File: config.mk
export PLATFORM = sky130hd
export DESIGN_NAME = load_store_unit_flat
export DESIGN_NICKNAME = d
export VERILOG_FILES = /design/src/rtl/load_store_unit_if.sv /design/src/rtl/load_store_unit.sv /design/src/flat_wrapper.sv
export SDC_FILE = /design/constraint.sdc
export NUM_CORES = 1
export LEC_CHECK = 0
export ABC_AREA = 0
export ABC_CLOCK_PERIOD_IN_PS = 6400
export CAP_MARGIN = 20
export CORE_MARGIN = 2
export CORE_UTILIZATION = 45
export CTS_CLUSTER_SIZE = 12
export DETAILED_ROUTE_END_ITERATION = 10
export PLACE_DENSITY = 0.86
export RECOVER_POWER = 25
export SETUP_SLACK_MARGIN = 0.02
export SLEW_MARGIN = 20
export SYNTH_ARGS = -nofsm -noshare
export SYNTH_HDL_FRONTEND = slang
export SYNTH_SLANG_ARGS = --single-unit
File: constraint.sdc
create_clock -name clk -period 6.4 [get_ports clk]
set_clock_uncertainty 0.2 [all_clocks]
set_input_delay 1.6 -clock clk [delete_from_list [all_inputs] [get_ports clk]]
set_output_delay 1.6 -clock clk [all_outputs]
set_load 0.02 [all_outputs]
File: src/rtl/load_store_unit_if.sv
// Single-master Wishbone-style data bus between the load/store unit (master) and memory (slave).
interface load_store_unit_if #(
    parameter int DATA_WIDTH = 32
);
    logic                  o_bus_cyc;
    logic                  o_bus_stb;
    logic                  o_bus_we;
    logic [3:0]            o_bus_sel;
    logic [DATA_WIDTH-1:0] o_bus_adr;
    logic [DATA_WIDTH-1:0] o_bus_dat;
    logic [DATA_WIDTH-1:0] i_bus_dat;
    logic                  i_bus_ack;

    modport master (
        output o_bus_cyc, o_bus_stb, o_bus_we, o_bus_sel, o_bus_adr, o_bus_dat,
        input  i_bus_dat, i_bus_ack
    );

    modport slave (
        input  o_bus_cyc, o_bus_stb, o_bus_we, o_bus_sel, o_bus_adr, o_bus_dat,
        output i_bus_dat, i_bus_ack
    );
endinterface

File: src/rtl/load_store_unit.sv
// M-stage load/store unit: one load/store becomes one bus transaction, with stall and timeout.
// Define LSU_MISALIGN_TRAP_EN to trap misaligned halfword/word accesses without a bus cycle.
module load_store_unit #(
    parameter int DATA_WIDTH     = 32,
    parameter int TIMEOUT_CYCLES = 255
) (
    input  logic                  clk,
    input  logic                  rst,
    input  logic                  i_mem_read_M,
    input  logic                  i_mem_write_M,
    input  logic [2:0]            i_funct3_M,
    input  logic [DATA_WIDTH-1:0] i_addr_M,
    input  logic [DATA_WIDTH-1:0] i_write_data_M,
    output logic [DATA_WIDTH-1:0] o_read_data_M,
    output logic                  o_stall_M,
    output logic                  o_bus_err,
    output logic                  o_misaligned,
    load_store_unit_if.master     bus
);
    localparam logic [1:0]  IDLE    = 2'd0;
    localparam logic [1:0]  BUS     = 2'd1;
    localparam logic [1:0]  DONE    = 2'd2;
    localparam logic [15:0] TO_LAST = 16'(TIMEOUT_CYCLES - 1);

    logic [1:0]            r_state;
    logic [1:0]            w_next_state;
    logic [DATA_WIDTH-1:0] r_addr;
    logic [DATA_WIDTH-1:0] r_wdata;
    logic [DATA_WIDTH-1:0] r_read_data;
    logic [2:0]            r_funct3;
    logic                  r_we;
    logic                  r_err;
    logic [15:0]           r_cnt;

    logic                  w_req;
    logic                  w_start;
    logic                  w_in_bus;
    logic                  w_ack;
    logic                  w_timeout;
    logic                  w_misaligned;
    logic                  w_rd_update;
    logic [3:0]            w_sel;
    logic [DATA_WIDTH-1:0] w_wdat;
    logic [DATA_WIDTH-1:0] w_load;
    logic [7:0]            w_byte;
    logic [15:0]           w_half;

    assign w_req     = i_mem_read_M | i_mem_write_M;
    assign w_start   = (r_state == IDLE) & w_req;
    assign w_in_bus  = (r_state == BUS);
    assign w_ack     = w_in_bus & bus.i_bus_ack;
    assign w_timeout = w_in_bus & ~bus.i_bus_ack & (r_cnt == TO_LAST);

`ifdef LSU_MISALIGN_TRAP_EN
    logic r_misaligned;

    always_comb begin
        case (i_funct3_M[1:0])
            2'b00:   w_misaligned = 1'b0;
            2'b01:   w_misaligned = i_addr_M[0];
            default: w_misaligned = |i_addr_M[1:0];
        endcase
    end

    always_ff @(posedge clk) begin
        if (rst) begin
            r_misaligned <= 1'b0;
        end else begin
            r_misaligned <= w_start & w_misaligned;
        end
    end

    assign o_misaligned = r_misaligned;
`else
    assign w_misaligned = 1'b0;
    assign o_misaligned = 1'b0;
`endif

    always_comb begin
        w_next_state = r_state;
        unique case (r_state)
            IDLE:    if (w_req) w_next_state = w_misaligned ? DONE : BUS;
            BUS:     if (bus.i_bus_ack || w_timeout) w_next_state = DONE;
            DONE:    w_next_state = IDLE;
            default: w_next_state = IDLE;
        endcase
    end

    // Lane selection and write replication; funct3[1:0] alone encodes the access size.
    always_comb begin
        w_sel  = 4'b1111;
        w_wdat = r_wdata;
        case (r_funct3[1:0])
            2'b00: begin
                w_sel  = 4'b0001 << r_addr[1:0];
                w_wdat = {4{r_wdata[7:0]}};
            end
            2'b01: begin
                w_sel  = r_addr[1] ? 4'b1100 : 4'b0011;
                w_wdat = {2{r_wdata[15:0]}};
            end
            default: ;
        endcase
    end

    always_comb begin
        case (r_addr[1:0])
            2'd0:    w_byte = bus.i_bus_dat[7:0];
            2'd1:    w_byte = bus.i_bus_dat[15:8];
            2'd2:    w_byte = bus.i_bus_dat[23:16];
            default: w_byte = bus.i_bus_dat[31:24];
        endcase
        w_half = r_addr[1] ? bus.i_bus_dat[31:16] : bus.i_bus_dat[15:0];
        case (r_funct3)
            3'b000:  w_load = {{24{w_byte[7]}}, w_byte};
            3'b100:  w_load = {24'b0, w_byte};
            3'b001:  w_load = {{16{w_half[15]}}, w_half};
            3'b101:  w_load = {16'b0, w_half};
            default: w_load = bus.i_bus_dat;
        endcase
    end

    // Load data changes only when a load completes; aborted or trapped loads return zero.
    assign w_rd_update = (w_in_bus & (bus.i_bus_ack | w_timeout) & ~r_we) |
                         (w_start & w_misaligned & ~i_mem_write_M);

    always_ff @(posedge clk) begin
        if (rst) begin
            r_state     <= IDLE;
            r_addr      <= '0;
            r_wdata     <= '0;
            r_funct3    <= 3'b000;
            r_we        <= 1'b0;
            r_cnt       <= 16'd0;
            r_err       <= 1'b0;
            r_read_data <= '0;
        end else begin
            r_state <= w_next_state;
            r_err   <= w_timeout;
            if (w_start) begin
                r_addr   <= i_addr_M;
                r_wdata  <= i_write_data_M;
                r_funct3 <= i_funct3_M;
                r_we     <= i_mem_write_M;
                r_cnt    <= 16'd0;
            end else if (w_in_bus && !bus.i_bus_ack) begin
                r_cnt <= r_cnt + 16'd1;
            end
            if (w_rd_update) begin
                r_read_data <= w_ack ? w_load : '0;
            end
        end
    end

    assign bus.o_bus_cyc = w_in_bus;
    assign bus.o_bus_stb = w_in_bus;
    assign bus.o_bus_we  = w_in_bus & r_we;
    assign bus.o_bus_sel = w_in_bus ? w_sel : 4'b0000;
    assign bus.o_bus_adr = w_in_bus ? {r_addr[DATA_WIDTH-1:2], 2'b00} : '0;
    assign bus.o_bus_dat = w_in_bus ? w_wdat : '0;

    assign o_stall_M     = w_start | w_in_bus;
    assign o_bus_err     = r_err;
    assign o_read_data_M = r_read_data;
endmodule

File: src/flat_wrapper.sv
// flat-port wrapper written by rule: the top's interface ports become plain ports
module load_store_unit_flat 
#(
    parameter int DATA_WIDTH     = 32,
    parameter int TIMEOUT_CYCLES = 255
)
  (clk, rst, i_mem_read_M, i_mem_write_M, i_funct3_M, i_addr_M, i_write_data_M, o_read_data_M, o_stall_M, o_bus_err, o_misaligned, bus_o_bus_cyc, bus_o_bus_stb, bus_o_bus_we, bus_o_bus_sel, bus_o_bus_adr, bus_o_bus_dat, bus_i_bus_dat, bus_i_bus_ack);
  load_store_unit_if #(.DATA_WIDTH(DATA_WIDTH)) bus_i ();
  input  logic clk;
  input  logic rst;
  input  logic i_mem_read_M;
  input  logic i_mem_write_M;
  input  logic [2:0] i_funct3_M;
  input  logic [DATA_WIDTH-1:0] i_addr_M;
  input  logic [DATA_WIDTH-1:0] i_write_data_M;
  output logic [DATA_WIDTH-1:0] o_read_data_M;
  output logic o_stall_M;
  output logic o_bus_err;
  output logic o_misaligned;
  output wire logic [$bits(bus_i.o_bus_cyc)-1:0] bus_o_bus_cyc;
  output wire logic [$bits(bus_i.o_bus_stb)-1:0] bus_o_bus_stb;
  output wire logic [$bits(bus_i.o_bus_we)-1:0] bus_o_bus_we;
  output wire logic [$bits(bus_i.o_bus_sel)-1:0] bus_o_bus_sel;
  output wire logic [$bits(bus_i.o_bus_adr)-1:0] bus_o_bus_adr;
  output wire logic [$bits(bus_i.o_bus_dat)-1:0] bus_o_bus_dat;
  input wire logic [$bits(bus_i.i_bus_dat)-1:0] bus_i_bus_dat;
  input wire logic [$bits(bus_i.i_bus_ack)-1:0] bus_i_bus_ack;
  assign bus_o_bus_cyc = bus_i.o_bus_cyc;
  assign bus_o_bus_stb = bus_i.o_bus_stb;
  assign bus_o_bus_we = bus_i.o_bus_we;
  assign bus_o_bus_sel = bus_i.o_bus_sel;
  assign bus_o_bus_adr = bus_i.o_bus_adr;
  assign bus_o_bus_dat = bus_i.o_bus_dat;
  assign bus_i.i_bus_dat = bus_i_bus_dat;
  assign bus_i.i_bus_ack = bus_i_bus_ack;
  load_store_unit #(.DATA_WIDTH(DATA_WIDTH), .TIMEOUT_CYCLES(TIMEOUT_CYCLES)) u_core (.clk(clk), .rst(rst), .i_mem_read_M(i_mem_read_M), .i_mem_write_M(i_mem_write_M), .i_funct3_M(i_funct3_M), .i_addr_M(i_addr_M), .i_write_data_M(i_write_data_M), .o_read_data_M(o_read_data_M), .o_stall_M(o_stall_M), .o_bus_err(o_bus_err), .o_misaligned(o_misaligned), .bus(bus_i));
endmodule
# Yosys cells after proc, flatten, opt, wreduce, memory -nomap -nowiden
# Index checks and enable logic that the tools add are counted.
dict set report word_totals {
  register_bits 119
  input_bits 104
  out_inout_bits 106
  elab_cells 54
}
dict set report op_classes {
  n_addsub 1
  n_eq_ne 10
  shift 1
  mux 13
  n_bitwise 12
  n_reduce_logical 9
}
# operator count
set op_table {}
lappend op_table {{$pmux 32 s4} 1}
lappend op_table {{$mux 32} 3}
lappend op_table {{$pmux 32 s2} 1}
lappend op_table {{$pmux 8 s3} 1}
lappend op_table {{$add 16x1->16 const B} 1}
lappend op_table {{$eq 16x8->1 const B} 1}
lappend op_table {{$mux 16} 1}
lappend op_table {{$mux 4} 2}
lappend op_table {{$pmux 4 s2} 1}
lappend op_table {{$and 1x1->1} 7}
lappend op_table {{$eq 2x1->1 const B} 3}
lappend op_table {{$eq 3x3->1 const B} 2}
lappend op_table {{$logic_not 2->1} 3}
lappend op_table {{$mux 2} 2}
lappend op_table {{$pmux 2 s2} 1}
lappend op_table {{$shl 1x2->4 const A} 1}
lappend op_table {{$eq 3x1->1 const B} 1}
lappend op_table {{$logic_not 3->1} 1}
lappend op_table {{$or 1x1->1} 3}
lappend op_table {{$eq 2x2->1 const B} 1}
lappend op_table {{$ne 2x1->1 const B} 1}
lappend op_table {{$ne 2x2->1 const B} 1}
lappend op_table {{$not 1->1} 2}
lappend op_table {{$reduce_and 2->1} 1}
lappend op_table {{other kinds (4)} 4}

# Depth between registers and ports, before layout
# Gate-level depths: netlist of the first run.
dict set report logic_depth {
  depth_word 6
  mapped_depth 7
  depth_no_buf 6
}

# Worst setup path after synthesis of the first run
# OpenSTA, ideal clock, no wires.
dict set report synth_path {
  path_kind {input to output}
  from {input i_mem_write_M}
  to {output o_stall_M}
  arrival_time_ns 1.917
  required_ns 4.600
  path_slack_ns 2.683
  path_stages 2
  path_buffers 0
  path_cell_list {nor3_1 -> nor2_1}
}
dict set report synth_via {
  elab_chain_len 3
}
# element line_no
set synth_rtl {}
lappend synth_rtl {{start, declared} flat_wrapper.sv:12} ;# input logic i_mem_write_M;
lappend synth_rtl {{$or 1x1->1} load_store_unit.sv:48} ;# assign w_req = i_mem_read_M | i_mem_write_M;
lappend synth_rtl {{$and 1x1->1} load_store_unit.sv:49} ;# assign w_start = (r_state == IDLE) & w_req;
lappend synth_rtl {{$or 1x1->1} load_store_unit.sv:162} ;# assign o_stall_M = w_start | w_in_bus;
lappend synth_rtl {{end, declared} flat_wrapper.sv:17} ;# output logic o_stall_M;
# Every way passes these cells.

# Final worst setup path of the first run
dict set report layout_path {
  from {register u_core.r_funct3[0]}
  to {output bus_o_bus_sel[0]}
}
dict set report layout_via {
  elab_chain_len 3
  word_cells_on_any_way 4
  cone_classes {1 x eq/ne; 2 x mux; 1 x reduce/logical}
}
# element line_no
set layout_rtl {}
lappend layout_rtl {{start, declared} load_store_unit.sv:30} ;# logic [2:0] r_funct3;
lappend layout_rtl {{start signal, assigned} load_store_unit.sv:143} ;# r_funct3 <= i_funct3_M;
lappend layout_rtl {{$eq 2x1->1 / $logic_not 2->1 (equally long branches)} load_store_unit.sv:93} ;# case (r_funct3[1:0])
lappend layout_rtl {{$pmux 4 s2 (*)} load_store_unit.sv:93}
lappend layout_rtl {{$mux 4 (*)} load_store_unit.sv:158} ;# assign bus.o_bus_sel = w_in_bus ? w_sel : 4'b0000;
lappend layout_rtl {{end, declared} flat_wrapper.sv:23} ;# output wire logic [$bits(bus_i.o_bus_sel)-1:0] bus_o_bus_sel;
# Mark *: on every way between the ends. The rest lies on a longest branch, timed or not.

==> metrics.cfg, run 1 <==
[outcome]
status=finished, violations left
violations=capacitance limit, slew limit

[yosys]
synth_top_family_by_area=simple AND/OR/NAND/NOR gates
yosysWarnings=0
async_reset_ff_share_pct=0
synthXorXnorAreaFrac_pct=1.55
synth_cell_types=51
synth_compound_area_share_pct=17.7
synth-edff-count=0
synth_top_area_share_pct=42.1
muxShareOfSynthArea_pct=7.31
syn_area_sq_um=5660
ys_ff_latch=119
yosysSeqAreaShare_pct=42.1
synthCells=711
syn_area_per_cell_sq_um=7.96
synth_fa_ha_area_share_pct=0.442
ys.flop_type=dfxtp_1
synthTopCellsByArea=dfxtp_1 (42%), nand2_1 (11%), a21oi_1 (8.5%)
synth_largest_area_cell=dfxtp_1
synthSimpleGateAreaFrac_pct=26.3

[die]
start_util_pct=46.6
die_h_microns=116
die_w_microns=116
core_area_sq_um=12200
io_pins=210
die_area_sq_um=13500
num_rows=40

[placed_design]
pre_cts_ws_ns=1.66
place_congestion=0.846
place_area_sq_um=7750
port-buffer-count=206
place_hpwl_mm=11.3
dp.cells=1036

[critical_path]
r2r_cells=5
cp_max_fo=24
crit_chain=nand2b_1 -> a21oi_1 -> nor2_1 -> clkdlybuf4s50_1
critPathCaptureType=output port
cp.required_ns=4.60
slowest_delay_ns=0.98
slowest_stage=dfxtp_1
crit_arrival_ns=3.06
path_class=register to output port
worst_setup_path_start_kind=register

[timing]
fmax_mhz=206
rsz0062_at_grt=no
setup_tns_ns=0
timing.hold.ws_ns=0.246
slew_violations=54
setup_viol=0
finalCriticalPeriod_ns=4.86
max_slew_margin_pct=-54.0
finalHoldViolCount=0
timing.final.ws_setup_ns=1.54
worst_slew_pin_slew_ns=2.31
timing.final.crit_share_pct=76.0

[worst_hold_path]
hp-class=register to register
min_delay_path_depth=2

[finish]
design_area_sq_um=8360
layout-drive-gt1-share_pct=5.23
fin_util_pct=68.7
final_cells=1068
area_growth_pct=47.6
layout.nets=993
fillCellCount=977

[grt]
gr-usage-all-layers_pct=24.8
antenna_found_initial=1
grt_first_pass_wirelength_mm=26.3
grt_max_degree=73
grt_pass1_vias=5275
grt.overflow.total=0

[drt]
num_vias=5681
drt_first_pass_iters=4
drt_iter0_markers=443
post_drt_wl_per_cell_microns=15.7
drcViolationCount=0
ant_nets=0
wirelength_mm=16.8
vias_per_cell=5.32

[clocking]
root_buffer=clkbuf_16
cts_hold_buf=0
cts_buffer_depth=2
clock-sinks=119
numCtsBuffers=17
cts_resized=0
h-tree-depth=4
clk_latency_ns=0.42
post_cts_buffers=0
clk_pin_slew_ns=0.05
tritoncts=built

[pwr]
powerDensity_nw_per_um2=262
max-vdd-ir-drop_mv=0.158
p_leak_nw=3.20
finalPower_mw=2.19

[job]
cap_violations=1

cells in the final DEF, fill, tap and decap left out, types with 5 or more instances in the layout:
cell	synthesis	final
clkdlybuf4s50_1	0	170
nand2_1	169	169
dfxtp_1	119	118
a21oi_1	96	96
nor2_1	43	43
and2_1	41	41
mux2i_1	38	38
dlygate4sd3_1	0	35
a22o_1	24	24
nand2b_1	20	20
clkbuf_16	0	17
nor2b_1	9	9
a221oi_1	7	7
o2bb2ai_1	7	7
o221ai_1	7	7
o21ai_0	6	6
inv_1	6	5
xnor2_1	5	5
xor2_1	5	5
clkinv_2	0	5
flip-flops by register name (all words and copies together) (netlist names):
register,cells
u_core.r_wdata,32
u_core.r_cnt,16
u_core.r_funct3,3
u_core.o_read_data_M,32
u_core.r_addr,32
u_core.r_we,1
u_core.o_bus_err,1
u_core.r_state,2
final cells by class:
class	count	area [sq um]	area share (%)
Sequential cell	119	2380	28.5
Clock inverter	9	123	1.47
Multi-Input combinational cell	531	3040	36.4
Inverter	7	26.3	0.314
Antenna cell	1	2.50	0.0299
Tap cell	168	210	2.51
Clock buffer	22	484	5.79
Timing Repair Buffer	211	2090	25.0
worst max-delay path, delay by kind of cell, from the launching register on:
kind	cells	cell delay, ns
simple gates	2	0.69
buf+inv	1	0.65
flops	1	0.98
compound gates	1	0.32
logic make-up (layout without fill, tap and decap cells):
| logic type | after synthesis | in the layout |
|---|---|---|
| mux | 40 | 40 |
| xor+xnor | 10 | 10 |
| compound gates | 159 | 159 |
| other cells | 1 | 4 |
| flops | 119 | 119 |
| simple gates | 317 | 317 |
| buf+inv | 63 | 249 |
| fa+ha+maj | 2 | 2 |
synthesized netlist by cell type (all sizes together) (2+ instances only):
cell     count
a21oi       97
a221oi       7
a22o        24
and2        41
and3         2
buf         15
clkbuf      41
dfxtp      119
ha           2
inv          6
mux2i       38
nand2      169
nand2b      20
nand3        4
nand4        6
nor2        43
nor2b        9
nor3         4
nor3b        2
nor4         3
o211a        2
o21ai        8
o221ai       7
o2bb2ai      7
o31ai        3
or2          2
or3          4
or4          3
xnor2        5
xor2         5
metal layers:
metal / track usage (%) / up-vias / share of wire, %
met5: 0 / - / 0
met4: 10.2 / 0 / 1.9
met3: 8.25 / 30 / 8.5
met2: 41.7 / 223 / 48
met1: 29.4 / 2655 / 41
li1: - / 2773 / -
report_power, final:
| group | total, mW | internal [mW] | leakage [nW] | switching [mW] |
|---|---|---|---|---|
| clock | 0.979 | 0.647 | 0.302 | 0.332 |
| sequential | 0.826 | 0.787 | 0.974 | 0.0391 |
| combinational | 0.383 | 0.177 | 1.92 | 0.206 |
| total | 2.19 | 1.61 | 3.20 | 0.577 |
worst paths after layout:
kind | start | to | slack (ns)
worst max register to register | u_core.r_state[1]$_SDFFE_PP0P_ | u_core.r_wdata[29]$_SDFFE_PP0P_ | 2.82
worst max-delay path | u_core.r_funct3[0]$_SDFFE_PP0P_ | bus_o_bus_sel[0] | 1.54
worst min register to register | u_core.r_addr[20]$_SDFFE_PP0P_ | u_core.r_addr[20]$_SDFFE_PP0P_ | 0.25
worst min-delay path | u_core.r_addr[20]$_SDFFE_PP0P_ | u_core.r_addr[20]$_SDFFE_PP0P_ | 0.25
Note: power is estimated with default switching activity, not from simulation.
==> run 2: changes to the inputs <==
--- a/config.mk
+++ b/config.mk
@@ -6,13 +6,13 @@
 export NUM_CORES = 1
 export LEC_CHECK = 0
 export ABC_AREA = 0
-export ABC_CLOCK_PERIOD_IN_PS = 6400
+export ABC_CLOCK_PERIOD_IN_PS = 4000
 export CAP_MARGIN = 20
 export CORE_MARGIN = 2
-export CORE_UTILIZATION = 45
+export CORE_UTILIZATION = 40
 export CTS_CLUSTER_SIZE = 12
 export DETAILED_ROUTE_END_ITERATION = 10
-export PLACE_DENSITY = 0.86
+export PLACE_DENSITY = 0.81
 export RECOVER_POWER = 25
 export SETUP_SLACK_MARGIN = 0.02
 export SLEW_MARGIN = 20
==> constraint.sdc (replaced) <==
create_clock -name clk -period 4 [get_ports clk]
set_clock_uncertainty 0.2 [all_clocks]
set_input_delay 1 -clock clk [delete_from_list [all_inputs] [get_ports clk]]
set_output_delay 1 -clock clk [all_outputs]
set_load 0.02 [all_outputs]
==> run 2 against run 1 <==
Net effect: the flow now finishes without violations; critical path depth increased by 2; clock power grew 51%; sequential cell count stayed put; via count fell by 0.32%; sequential power increased by 59%; worst setup slack got worse by 1.2 ns; combinational power grew 66%; die area up 12%; first-iteration DRC count shrank 5.4%; non-clock buffer count increased by 7; routed wire length increased by 1.8%; critical path type unchanged; critical endpoint is now bus_o_bus_dat[15].
==> metrics.cfg, run 2 (synthesized netlist as in run 1, its figures left out) <==
[outcome]
status=complete, no violations

[clocking]
cts_resized=0  ; unchanged
clock-sinks=119  ; unchanged
post_cts_buffers=0  ; unchanged
tritoncts=built
clk_latency_ns=0.42  ; about the same
root_buffer=clkbuf_16
clk_pin_slew_ns=0.06  ; about the same
h-tree-depth=4  ; unchanged
numCtsBuffers=17  ; unchanged
cts_buffer_depth=2  ; unchanged
cts_hold_buf=0  ; unchanged

[placed_design]
place_hpwl_mm=11.9  ; +5.6%
place_congestion=0.816  ; -3.6%
port-buffer-count=206  ; unchanged
pre_cts_ws_ns=0.447  ; -1.21 ns

[pwr]
max-vdd-ir-drop_mv=0.244  ; +54%
switchingPower_mw=0.965  ; +67%
seqPwrFrac_pct=38.2  ; +0.5 points
swShare_pct=28.1  ; +1.7 points
p_int_mw=2.47  ; +53%
p_clk_share_pct=43.2  ; -1.5 points
finalPower_mw=3.43  ; +57%
share_comb_of_total_power_pct=18.5  ; +1.0 points
powerDensity_nw_per_um2=409  ; +56%
p_leak_nw=3.10  ; -3.1%

[drt]
drt_iter0_markers=419  ; -5.4%
drt_first_pass_iters=4  ; unchanged
ant_nets=0  ; unchanged
post_drt_wl_per_cell_microns=15.7  ; about the same
vias_per_cell=5.20  ; -2.1%
num_vias=5663  ; -0.32%
wirelength_mm=17.1  ; +1.8%
drcViolationCount=0  ; unchanged

[timing]
timing.final.crit_share_pct=91.2
timing.hold.ws_ns=0.248  ; +0.00209 ns
setup_tns_ns=0  ; unchanged
rsz0062_at_grt=no
worst_slew_pin_slew_ns=1.39  ; -0.923 ns
fmax_mhz=274
max_slew_margin_pct=7.53  ; +62 points
finalCriticalPeriod_ns=3.65
setup_viol=0  ; unchanged
finalHoldViolCount=0  ; unchanged
timing.final.ws_setup_ns=0.353  ; -1.18 ns
slew_violations=0  ; -100%

[critical_path]
cp_max_fo=10  ; -58%
path_class=register to output port
critPathCaptureType=output port
cp.required_ns=2.80  ; -1.80 ns
crit_arrival_ns=2.45  ; -0.61 ns
rrSetupSlack_ns=1.46  ; -1.36 ns
worst_setup_path_start_kind=register

[grt]
grt_pass1_vias=5266  ; -0.17%
antenna_found_initial=1  ; unchanged
grt_first_pass_wirelength_mm=26.4  ; +0.42%
gr-usage-all-layers_pct=22.6  ; -2.2 points
grt_max_degree=71  ; -2.7%
grt.overflow.total=0  ; unchanged

[die]
num_rows=43  ; +7.5%
die_area_sq_um=15100  ; +12%
die_h_microns=123  ; +5.9%
die_w_microns=123  ; +5.9%
core_area_sq_um=13900  ; +14%
start_util_pct=40.8  ; -5.8 points
io_pins=210  ; unchanged

[finish]
fillCellCount=1238  ; +27%
fin_util_pct=60.5  ; -8.2 points
final_cell_mix=clkdlybuf4s50_1 (201), nand2_1 (169), dfxtp_1 (118)
area_growth_pct=48.4
layout-drive-gt1-share_pct=6.06  ; +0.84 points
layout.nets=1000  ; +0.70%
final_common_cell=clkdlybuf4s50_1

[job]
cap_violations=0  ; -1

[worst_hold_path]
hp-class=register to register

run 2: critical path: stages (launching register included):
cell and delay [ns]:
dfxtp_1 0.31, buf_4 0.18, nor2_1 0.43, buf_4 0.24, nand2_1 0.06, a21oi_1 0.16, clkdlybuf4s50_1 0.65
run 2: final cells by class:
| type | instances | area [sq um] | area share [%] |
|---|---|---|---|
| antenna | 1 | 2.50 | 0.0298 |
| sequential | 119 | 2380 | 28.4 |
| multi-input combinational | 531 | 3030 | 36.0 |
| inverter | 7 | 26.3 | 0.313 |
| clock inverter | 15 | 155 | 1.85 |
| clock buffer | 17 | 425 | 5.06 |
| timing repair buffer | 218 | 2160 | 25.7 |
| tap | 180 | 225 | 2.68 |
run 2: routing by layer:
layer  vias to the layer above  GRT usage, %  wire, microns
met5                         -             0              0
met4                         0          9.52            482
met3                        33          9.18           1470
met2                       194          36.4           7960
met1                      2640          26.8           7170
li1                       2796             -              -
run 2: final timing paths:
path	startpoint	to	cells past startpoint
hold reg to reg	u_core.r_addr[15]$_SDFFE_PP0P_	u_core.r_addr[15]$_SDFFE_PP0P_	2
setup reg to reg	u_core.r_state[1]$_SDFFE_PP0P_	u_core.r_funct3[1]$_SDFFE_PP0P_	5
hold / removal	u_core.r_addr[15]$_SDFFE_PP0P_	u_core.r_addr[15]$_SDFFE_PP0P_	2
setup / recovery	u_core.r_funct3[0]$_SDFFE_PP0P_	bus_o_bus_dat[15]	6
run 2: power by group through the flow:
stage | Sequential [mW] | Clock (mW) | Combinational (mW)
2_1_floorplan | 1.33 | 0 | 0.351
3_3_place_gp | 1.34 | 0 | 0.635
3_5_place_dp | 1.34 | 0 | 0.640
4_1_cts | 1.31 | 1.51 | 0.644
5_1_grt | 1.32 | 1.57 | 0.693
6_report | 1.31 | 1.48 | 0.636
run 2: metrics by stage:
step                      std cells  cell area, sq um
after global placement         1055              7840
after floorplan                 713              5670
after global routing           1088              8400
final                          1088              8400
after CTS                      1087              8420
after detailed placement       1055              7840
==> run 3: changes to the inputs <==
--- a/config.mk
+++ b/config.mk
@@ -6,8 +6,9 @@
 export NUM_CORES = 1
 export LEC_CHECK = 0
 export ABC_AREA = 0
-export ABC_CLOCK_PERIOD_IN_PS = 4000
+export ABC_CLOCK_PERIOD_IN_PS = 3300
 export CAP_MARGIN = 20
+export CORE_ASPECT_RATIO = 0.5
 export CORE_MARGIN = 2
 export CORE_UTILIZATION = 40
 export CTS_CLUSTER_SIZE = 12
==> constraint.sdc (replaced) <==
create_clock -name clk -period 3.3 [get_ports clk]
set_clock_uncertainty 0.2 [all_clocks]
set_input_delay 0.825 -clock clk [delete_from_list [all_inputs] [get_ports clk]]
set_output_delay 0.825 -clock clk [all_outputs]
set_load 0.02 [all_outputs]
==> run 3 against run 2 <==
Net effect: critical path depth is 1 lower; global-route usage is 0.48 points higher; clock power is 39% higher; die area is 0.38% higher; design area is 1.7% higher; core utilization is 1.9 points higher; worst setup slack worse by 0.24 ns; sequential power is 21% higher; largest cell class unchanged; final cell count is 1.7% higher.
==> metrics.cfg, run 3 (synthesized netlist as in run 1, its figures left out) <==
[clocking]
cts_hold_buf=0  ; unchanged
tritoncts=built
cts_buffer_depth=2  ; unchanged
h-tree-depth=4  ; unchanged
root_buffer=clkbuf_16
clk_latency_ns=0.41  ; about the same
clock-sinks=119  ; unchanged
clk_pin_slew_ns=0.06  ; about the same
numCtsBuffers=17  ; unchanged
post_cts_buffers=0  ; unchanged

[critical_path]
crit_chain=nand2b_1 -> inv_2 -> buf_12 -> and2_1 -> clkdlybuf4s50_1
path_class=register to output port
cp.required_ns=2.27  ; -0.53 ns
slowest_stage=clkdlybuf4s50_1
cp_max_fo=38  ; +28
slowest_delay_ns=0.64  ; about the same
critPathCaptureType=output port
worst_setup_path_start_kind=register
crit_arrival_ns=2.16  ; -0.29 ns

[finish]
antenna_cells=0  ; -1
final_common_cell=clkdlybuf4s50_1
layout.nets=1008  ; +0.80%
layout-drive-gt1-share_pct=7.10  ; +1.0 points
fillCellCount=1150  ; -7.1%
area_growth_pct=51.0
final_cell_mix=clkdlybuf4s50_1 (203), nand2_1 (169), dfxtp_1 (117)

[timing]
finalHoldViolCount=0  ; unchanged
rsz0062_at_grt=no
setup_tns_ns=0  ; unchanged
slew_violations=0  ; unchanged
worst_slew_pin_slew_ns=1.34  ; -0.0493 ns
setup_viol=0  ; unchanged
max_slew_margin_pct=10.8  ; +3.3 points
finalCriticalPeriod_ns=3.19
fmax_mhz=314
timing.final.crit_share_pct=96.6

[drt]
drt_iter0_markers=360  ; -14%
vias_per_cell=5.19  ; -0.24%
wirelength_mm=17.6  ; +3.2%
post_drt_wl_per_cell_microns=15.9  ; +1.4%
drt_first_pass_iters=5  ; +1
ant_nets=0  ; unchanged
num_vias=5748  ; +1.5%
drcViolationCount=0  ; unchanged

[die]
die_h_microns=88.1  ; -28%
io_pins=210  ; unchanged
die_w_microns=172  ; +40%
num_rows=30  ; -30%
start_util_pct=41.3  ; +0.54 points
die_area_sq_um=15200  ; +0.38%
core_area_sq_um=13700  ; -1.3%

[worst_hold_path]
hp-class=register to register

[grt]
gr-usage-all-layers_pct=23.1  ; +0.48 points
grt_pass1_vias=5432  ; +3.2%
grt_max_degree=71  ; unchanged
grt.overflow.total=0  ; unchanged
grt_first_pass_wirelength_mm=27.4  ; +3.8%
antenna_found_initial=0  ; -1

[pwr]
max-vdd-ir-drop_mv=0.315  ; +29%
p_leak_nw=3.17  ; +2.3%
finalPower_mw=4.43  ; +29%
powerDensity_nw_per_um2=518  ; +27%

[placed_design]
place_congestion=0.823  ; +0.82%
place_hpwl_mm=12.4  ; +3.8%
port-buffer-count=206  ; unchanged

[job]
cap_violations=0  ; unchanged

[outcome]
status=complete, no violations

[run 3: changes by cell type in the layout (fill, tap and decap cells not counted), moves of 2 or more]
cell	delta
clkdlybuf4s50_1	+2
bufinv_16	+3
clkbuf_8	+2
clkbuf_1	+2
buf_4	+6
dlygate4sd3_1	-2
clkinv_4	-2
clkinvlp_4	-3
[run 3: final timing paths]
kind / from / end / cells after the start / slack, ns
hold / removal: u_core.r_addr[23]$_SDFFE_PP0P_ / u_core.r_addr[23]$_SDFFE_PP0P_ / 2 / 0.25
setup / recovery: u_core.r_state[0]$_SDFFE_PP0P_ / bus_o_bus_adr[31] / 5 / 0.11
hold reg to reg: u_core.r_addr[23]$_SDFFE_PP0P_ / u_core.r_addr[23]$_SDFFE_PP0P_ / 2 / 0.25
setup reg to reg: u_core.r_state[1]$_SDFFE_PP0P_ / u_core.r_addr[8]$_SDFFE_PP0P_ / 5 / 0.95
[run 3: worst max-delay path: cells and delay by family (launching register included)]
family	cells	cell delay [ns]
AND/OR/NAND/NOR	2	0.31
flip-flops	1	0.45
buffers and inverters	3	0.98
[run 3: timing repair]
action                                  in CTS  in global routing
endpoints found under the setup margin      10                 34
resized for setup                            2                  1
pin swaps                                    0                  0
hold endpoints to repair                     0                  0
[run 3: per-layer routing]
| metal | GRT usage, % | wire (microns) | up-vias |
|---|---|---|---|
| li1 | - | - | 2800 |
| met1 | 28.6 | 7740 | 2722 |
| met2 | 39.9 | 8570 | 183 |
| met3 | 3.89 | 728 | 43 |
| met4 | 10.9 | 583 | 0 |
| met5 | 0 | 0 | - |
[run 3: layout make-up]
| type | instances | area [sq um] | share of cell area (%) |
|---|---|---|---|
| multi-input combinational | 531 | 3030 | 35.5 |
| sequential | 119 | 2380 | 27.9 |
| timing repair buffer | 226 | 2210 | 25.8 |
| clock buffer | 19 | 453 | 5.30 |
| tap | 192 | 240 | 2.81 |
| clock inverter | 13 | 201 | 2.36 |
| inverter | 7 | 26.3 | 0.307 |
[run 3: through the flow]
stage                     util (%)  instance area (sq um)  std cells  worst slack (ns)  hold WS (ns)
final                         62.4                   8550       1107             0.112         0.248
after global routing          62.4                   8550       1107            0.0270         0.267
after CTS                     62.5                   8570       1107            0.0311         0.250
after detailed placement      57.7                   7910       1075             0.221         0.242
after global placement        57.7                   7910       1075             0.224         0.237
after floorplan                  -                   5670        713             0.744         0.232
[run 3: report_power, final]
group	total [mW]	switching, mW	internal [mW]	leakage [nW]
Combinational	0.780	0.416	0.365	1.88
Sequential	1.59	0.0674	1.53	0.974
Clock	2.05	0.680	1.37	0.315
Total	4.43	1.16	3.26	3.17
